**src/rtl/mdr_unit.sv**
```systemverilog
// mdr_unit: memory data register with a request/ready memory handshake.
// Loads from the datapath bus or from memory (byte/halfword/word lanes with
// sign or zero extension) and drives lane-replicated write data with byte
// enables. Optional macro MDR_TIMEOUT_EN adds a per-transaction wait limit
// of TIMEOUT edges; without it the wait states hold until mem_ready.
module mdr_unit #(
    parameter int DATA_W  = 32,
    parameter int TIMEOUT = 15,
    localparam int OFF_W  = $clog2(DATA_W/8),
    localparam int NB     = DATA_W/8
) (
    input  logic              clock,
    input  logic              clear,
    input  logic [DATA_W-1:0] bus_data,
    input  logic              MDR_enable,
    input  logic              Read,
    input  logic              Write,
    input  logic [1:0]        size,
    input  logic              unsigned_ld,
    input  logic [OFF_W-1:0]  byte_off,
    input  logic [DATA_W-1:0] mem_rdata,
    input  logic              mem_ready,
    output logic              mem_req,
    output logic              mem_we,
    output logic [DATA_W-1:0] mem_wdata,
    output logic [NB-1:0]     mem_be,
    output logic [DATA_W-1:0] MDR_data_out,
    output logic              busy,
    output logic              done,
    output logic              err
);

    localparam logic [1:0] S_IDLE    = 2'd0;
    localparam logic [1:0] S_RD_WAIT = 2'd1;
    localparam logic [1:0] S_WR_WAIT = 2'd2;

    logic [1:0]        r_state;
    logic [DATA_W-1:0] r_mdr;
    logic [1:0]        r_size;
    logic              r_uns;
    logic [OFF_W-1:0]  r_off;
    logic              r_done;
    logic              r_err;
    logic              w_misaligned;
    logic [DATA_W-1:0] w_wdata;
    logic [NB-1:0]     w_be;

`ifdef MDR_TIMEOUT_EN
    localparam int CNT_W = $clog2(TIMEOUT + 1);
    logic [CNT_W-1:0]  r_cnt;
`else
    // The limit only matters when the timeout counter is built in.
    logic              w_unused_timeout;
    assign w_unused_timeout = (TIMEOUT != 0);
`endif

    // Pull the addressed lane out of a read word and widen it to DATA_W.
    function automatic logic [DATA_W-1:0] f_extract(
        input logic [DATA_W-1:0] rd,
        input logic [1:0]        sz,
        input logic              uns,
        input logic [OFF_W-1:0]  off
    );
        logic [DATA_W-1:0] sh;
        sh = rd >> (8 * off);
        case (sz)
            2'b00:   f_extract = uns ? {{(DATA_W-8){1'b0}}, sh[7:0]}
                                     : {{(DATA_W-8){sh[7]}}, sh[7:0]};
            2'b01:   f_extract = uns ? {{(DATA_W-16){1'b0}}, sh[15:0]}
                                     : {{(DATA_W-16){sh[15]}}, sh[15:0]};
            default: f_extract = rd;
        endcase
    endfunction

    // Halfword needs an even offset; word needs offset zero.
    assign w_misaligned = ((size == 2'b01) && byte_off[0]) ||
                          (size[1] && (byte_off != '0));

    // Write data and byte enables decode from registered state only.
    always_comb begin
        w_wdata = '0;
        w_be    = '0;
        if (r_state == S_WR_WAIT) begin
            for (int i = 0; i < NB; i++) begin
                case (r_size)
                    2'b00:   w_wdata[8*i +: 8] = r_mdr[7:0];
                    2'b01:   w_wdata[8*i +: 8] = r_mdr[8*(i%2) +: 8];
                    default: w_wdata[8*i +: 8] = r_mdr[8*i +: 8];
                endcase
            end
            case (r_size)
                2'b00:   w_be = NB'(1) << r_off;
                2'b01:   w_be = NB'(3) << r_off;
                default: w_be = '1;
            endcase
        end
    end

    // Handshake FSM, MDR loads, and one-cycle done/err pulses.
    always_ff @(posedge clock) begin
        if (!clear) begin
            r_state <= S_IDLE;
            r_mdr   <= '0;
            r_size  <= 2'b00;
            r_uns   <= 1'b0;
            r_off   <= '0;
            r_done  <= 1'b0;
            r_err   <= 1'b0;
`ifdef MDR_TIMEOUT_EN
            r_cnt   <= '0;
`endif
        end else begin
            r_done <= 1'b0;
            r_err  <= 1'b0;
            case (r_state)
                S_IDLE: begin
                    if (Read || Write) begin
                        if (w_misaligned) begin
                            r_err <= 1'b1;
                        end else begin
                            r_size  <= size;
                            r_uns   <= unsigned_ld;
                            r_off   <= byte_off;
                            r_state <= Read ? S_RD_WAIT : S_WR_WAIT;
`ifdef MDR_TIMEOUT_EN
                            r_cnt   <= '0;
`endif
                        end
                    end else if (MDR_enable) begin
                        r_mdr <= bus_data;
                    end
                end
                S_RD_WAIT, S_WR_WAIT: begin
                    if (mem_ready) begin
                        if (r_state == S_RD_WAIT)
                            r_mdr <= f_extract(mem_rdata, r_size, r_uns, r_off);
                        r_done  <= 1'b1;
                        r_state <= S_IDLE;
                    end
`ifdef MDR_TIMEOUT_EN
                    else if (r_cnt == CNT_W'(TIMEOUT - 1)) begin
                        r_err   <= 1'b1;
                        r_state <= S_IDLE;
                    end else begin
                        r_cnt <= r_cnt + 1'b1;
                    end
`endif
                end
                default: r_state <= S_IDLE;
            endcase
        end
    end

    assign mem_req      = (r_state != S_IDLE);
    assign mem_we       = (r_state == S_WR_WAIT);
    assign mem_wdata    = w_wdata;
    assign mem_be       = w_be;
    assign MDR_data_out = r_mdr;
    assign busy         = (r_state != S_IDLE);
    assign done         = r_done;
    assign err          = r_err;

endmodule

```
**config.mk**
```make
export PLATFORM = sky130hd
export DESIGN_NAME = mdr_unit
export DESIGN_NICKNAME = d
export VERILOG_FILES = /design/src/rtl/mdr_unit.sv
export SDC_FILE = /design/constraint.sdc
export NUM_CORES = 1
export LEC_CHECK = 0
export CAP_MARGIN = 20
export CORE_MARGIN = 3
export CORE_UTILIZATION = 41
export DETAILED_ROUTE_END_ITERATION = 7
export PLACE_DENSITY = 0.86
export SKIP_LAST_GASP = 1
export SLEW_MARGIN = 20
export SYNTH_ARGS = -nofsm -noshare
export SYNTH_HDL_FRONTEND = slang
export SYNTH_SLANG_ARGS = --single-unit
export TNS_END_PERCENT = 20
```
**constraint.sdc**
```tcl
create_clock -name clock -period 2.6 [get_ports clock]
set_input_delay 0.26 -clock clock [delete_from_list [all_inputs] [get_ports clock]]
set_output_delay 0.26 -clock clock [all_outputs]
set_load 0.03 [all_outputs]
```
### After elaboration in Yosys (flattened, before gate mapping)

Index checks and enable logic that the tools add are counted.

* flip-flop bits (word level): 41
* input bits: 75
* output and inout bits: 73
* logic and storage cells: 58

* eq/ne operators: 10
* shifts and indexed selects: 3
* multiplexer cells: 21
* bitwise logic cells: 1
* reductions and logical operators: 16

Operators with widths (number)
* $mux 32: 7
* $pmux 32 s2: 2
* $shr 32x5->16: 1
* $mux 8: 2
* $pmux 8 s2: 1
* $ne 2x2->1 const B: 6
* $reduce_and 3->1: 3
* $mux 2: 4
* $pmux 4 s2: 1
* $eq 2x1->1 const B: 3
* $reduce_bool 2->1: 3
* $reduce_and 5->1: 1
* $logic_not 2->1: 2
* $mux 4: 1
* $pmux 2 s2: 1
* $reduce_or 2->1: 2
* $shl 1x2->4 const A: 1
* $shl 2x2->4 const A: 1
* $eq 2x2->1 const B: 1
* $logic_and 1x1->1: 2
* $logic_or 1x1->1: 2
* $mux 1: 2
* $reduce_and 2->1: 1
* $not 1->1: 1

### Logic depth before layout (Yosys ltp)

* depth in word-level cells: 6
* mapped depth: 9
* gate-level depth less buffers: 6

### Worst setup path before layout

Ideal clock, no wire load.

* path type: register -> output
* from: register r_state[0]
* to: output mem_wdata[13]
* arrival time: 1.929 ns
* slack: 0.411 ns
* cell stages (with the launch flop): 6
* path buffers: 2
* path through: dfxtp_1 inv_1 ha_1 clkbuf_1 clkbuf_1 a21boi_0

* longest elaborated chain between the ends: 2

Ends and longest elaborated chain
* start: declaration: RTL line 37 `logic [1:0] r_state;`
* start signal: assignment: RTL line 124 `r_state <= Read ? S_RD_WAIT : S_WR_WAIT;`
* $eq 2x2->1
* named net mem_we: RTL line 24 `output logic mem_we,`
* $mux 32: RTL line 83 `if (r_state == S_WR_WAIT) begin`
* end: declaration: RTL line 25 `output logic [DATA_W-1:0] mem_wdata,`

The timed path passes the listed nets, and every way through them passes these cells.

### Worst setup path after layout

* from: register r_size[1]
* to: output mem_wdata[25]

* longest elaborated chain between the ends: 3
* elaborated cells on any way between the ends: 4

Ends and longest elaborated chain
* start: declaration: RTL line 39 `logic [1:0] r_size;`
* start signal: assignment: RTL line 121 `r_size <= size;`
* $eq 2x1->1 / $logic_not 2->1 (equally long branches): RTL line 85 `case (r_size)`
* $pmux 8 s2 *: RTL line 85
* $mux 32 *: RTL line 83

Mark *: on every way between the ends. The rest lies on a longest branch, timed or not.

==> metrics <==
Die X ~90 um; largest net degree at the start of global routing 38; Filler Cells Inserted a little under 600; main combinational cell family by area after synthesis compound AO/OA/AOI/OAI gates; Synth Area in Adders 0.01238; RSZ-0062 raised after global routing true; routed via count approximately 3700; dpl ws between 300 and 400 ps; PnR worst setup slack -4.756 ps; drt first pass iters 5; simple-gate share of the synthesized area 0.1889; Rows 30; Worst Setup End Kind output port; vias in the first global route 3443; Post-Route Skew ~3.6 ps; Die ar. 0.008465 mm2; Hold WC Path Type reg -> reg; Synth Area per Inst a little under 8 um2; hold_buf cts 0; routed wire length roughly 12 mm; post-synthesis sequential area ratio 0.2706; total grt overflow 0; Vias/cell roughly 5.9; Max VDD drop roughly 0.27 mV; Post-synth EDFFs 0; CP startpoint kind register; CP Class reg -> out; H-tree lvl count 2; ANT cells 0; Clock transition at path regs about 80 ps; Final setup viols 1; clk sinks 41; Max-slew headroom 0.5082; Post-synth ARST share 0; clock latency on the worst-skew pair a little under 300 ps; Syn. warnings 0; PD cells roughly 500 mW/mm2; GR Util All Layers 0.2702; die extent in y 92.01 um; cell area after synthesis between 0.003 and 0.004 mm2; Residual DRC 0; mux cell area share after synthesis 0.1134; synth unique cells 45; fin crit period roughly 2600 ps; layout cells sized above 1 0.1011; routed len/inst approximately 19 um; critical path arrival 2340 ps; clk buf depth 2; max cap viols 0; post-synthesis compound-gate area fraction 0.3490; CTS Buf Count 5; highest clock rate ~0.38 GHz; final hold vios 0; Final Cycle Share 1.002; PortBufs 147; Max Transition Viols Final 0; Layout area overhead 52.93%; number of DRC markers in iteration 0 between 200 and 300; Pleak approximately 1.7 nW; CTS tree built; Syn Nets approximately 470; Synth Area in XOR/XNOR 0; first-pass GRT wire length roughly 18 mm; Synth Flop Type dfxtp_1; num ports ~150; core area around 0.0070 mm2; status complete, but fails checks; fin nets roughly 600; utilization after layout 0.6643; clk root buf clkbuf_8; antenna-violating nets left 0; Syn Inst Count about 390; Crit Path Max Fanout 38; Initial Util 0.4344; worst slew pin tran 736.9 ps; Total Power 2.299 mW; initial antenna violation count 0; failing checks setup timing; required time worst endpoint between 2000 and 2500 ps; Final HPWL DP 8.673 mm; #FFs+latches synth 41; routability cong. ~0.9
worst max-delay path, stage by stage, from the launching register on:
cell	delay, ps
dfxtp_2	520
buf_4	470
clkinvlp_2	560
nand2_1	190
o211a_1	160
buf_4	150
synth_stat cells (all sizes together) (8+ instances only):
cell type | number | area, um2
a31o | 8 | 70.07
a221oi | 16 | 140.1
clkbuf | 31 | 116.4
o211a | 9 | 90.09
buf | 9 | 56.30
nor2b | 11 | 68.82
o21ai | 49 | 245.2
a21oi | 30 | 150.1
mux2i | 22 | 220.2
a21boi | 9 | 67.56
nand2 | 62 | 232.7
dfxtp | 41 | 820.8
a22oi | 8 | 60.06
nor2 | 12 | 45.04
and2 | 8 | 50.05
through the flow:
| stage | instance area, um2 | std cells | hold WS [ps] | TNS, ps |
|---|---|---|---|---|
| 5_1_grt | 4638 | 620 | 510.7 | -423.6 |
| 3_3_place_gp | 4543 | 612 | 472.2 | 0 |
| 3_5_place_dp | 4543 | 612 | 480.4 | 0 |
| 6_report | 4638 | 620 | 495.1 | -4.756 |
| 2_1_floorplan | 3033 | 394 | 385.8 | 0 |
| 4_1_cts | 4629 | 619 | 491.3 | 0 |
kinds of logic (layout without fill, tap and decap cells):
family	Yosys count	in the layout
AO/OA/AOI/OAI	155	155
AND/OR/NAND/NOR	117	117
buffers and inverters	47	177
flip-flops	41	41
multiplexers	31	31
adder cells (fa/ha/maj)	3	3
per-layer routing:
| metal | GRT usage | share of wire | vias up |
|---|---|---|---|
| met5 | 0 | 0 | - |
| met2 | 0.4343 | 0.47 | 208 |
| met1 | 0.3444 | 0.40 | 1728 |
| met3 | 0.05989 | 0.093 | 29 |
| met4 | 0.1238 | 0.036 | 0 |
| li1 | - | - | 1704 |
sequential cells by signal, indices dropped and copies added (netlist names):
register      count
MDR_data_out     32
r_off             2
r_size            2
err               1
r_state           2
r_uns             1
done              1
layout make-up:
cell class / instances / area, um2 / area share
multi-input combinational: 306 / 2013 / 0.4340
timing repair buffer: 162 / 1562 / 0.3367
sequential: 41 / 822.0 / 0.1772
tap: 96 / 120.1 / 0.02590
clock buffer: 7 / 86.33 / 0.01861
inverter: 7 / 30.03 / 0.006474
timing repair inverter: 1 / 5.005 / 0.001079
power by group:
part / total, mW / switching, mW / internal (mW) / leakage (nW)
Sequential: 0.814 / 0.107 / 0.707 / 0.336
Clock: 0.438 / 0.227 / 0.211 / 0.0443
Combinational: 1.05 / 0.594 / 0.453 / 1.31
Total: 2.30 / 0.927 / 1.37 / 1.69
layout by cell type (no fill, tap or decap), types with 7 or more instances in the layout:
| cell | netlist | routed |
|---|---|---|
| nor2_1 | 12 | 12 |
| dfxtp_1 | 41 | 40 |
| o221ai_1 | 7 | 7 |
| o211a_1 | 9 | 9 |
| a21boi_0 | 9 | 9 |
| nand2_1 | 62 | 62 |
| and3b_1 | 7 | 7 |
| and2_1 | 8 | 8 |
| o21ai_0 | 49 | 49 |
| a22oi_1 | 8 | 8 |
| nor2b_1 | 11 | 11 |
| o22a_1 | 7 | 7 |
| a31o_2 | 8 | 8 |
| a221oi_1 | 16 | 16 |
| buf_4 | 1 | 24 |
| a21oi_1 | 30 | 30 |
| clkdlybuf4s50_1 | 0 | 138 |
| mux2_2 | 7 | 7 |
| mux2i_1 | 22 | 22 |
repair_timing:
action | in CTS | in global routing
gates resized for setup | 0 | 1
endpoints found under the setup margin | 0 | 9
buffers inserted | 0 | 0
path summary, 6_finish.rpt:
| path | start | end | slack (ps) | depth (start not counted) |
|---|---|---|---|---|
| max | r_size[1] | mem_wdata[25] | -5 | 5 |
| min | MDR_data_out[28] | MDR_data_out[28] | 500 | 2 |
| max reg2reg | r_state[0] | MDR_data_out[23] | 360 | 7 |
| min reg2reg | MDR_data_out[28] | MDR_data_out[28] | 500 | 2 |
Note: power is estimated with default switching activity, not from simulation.
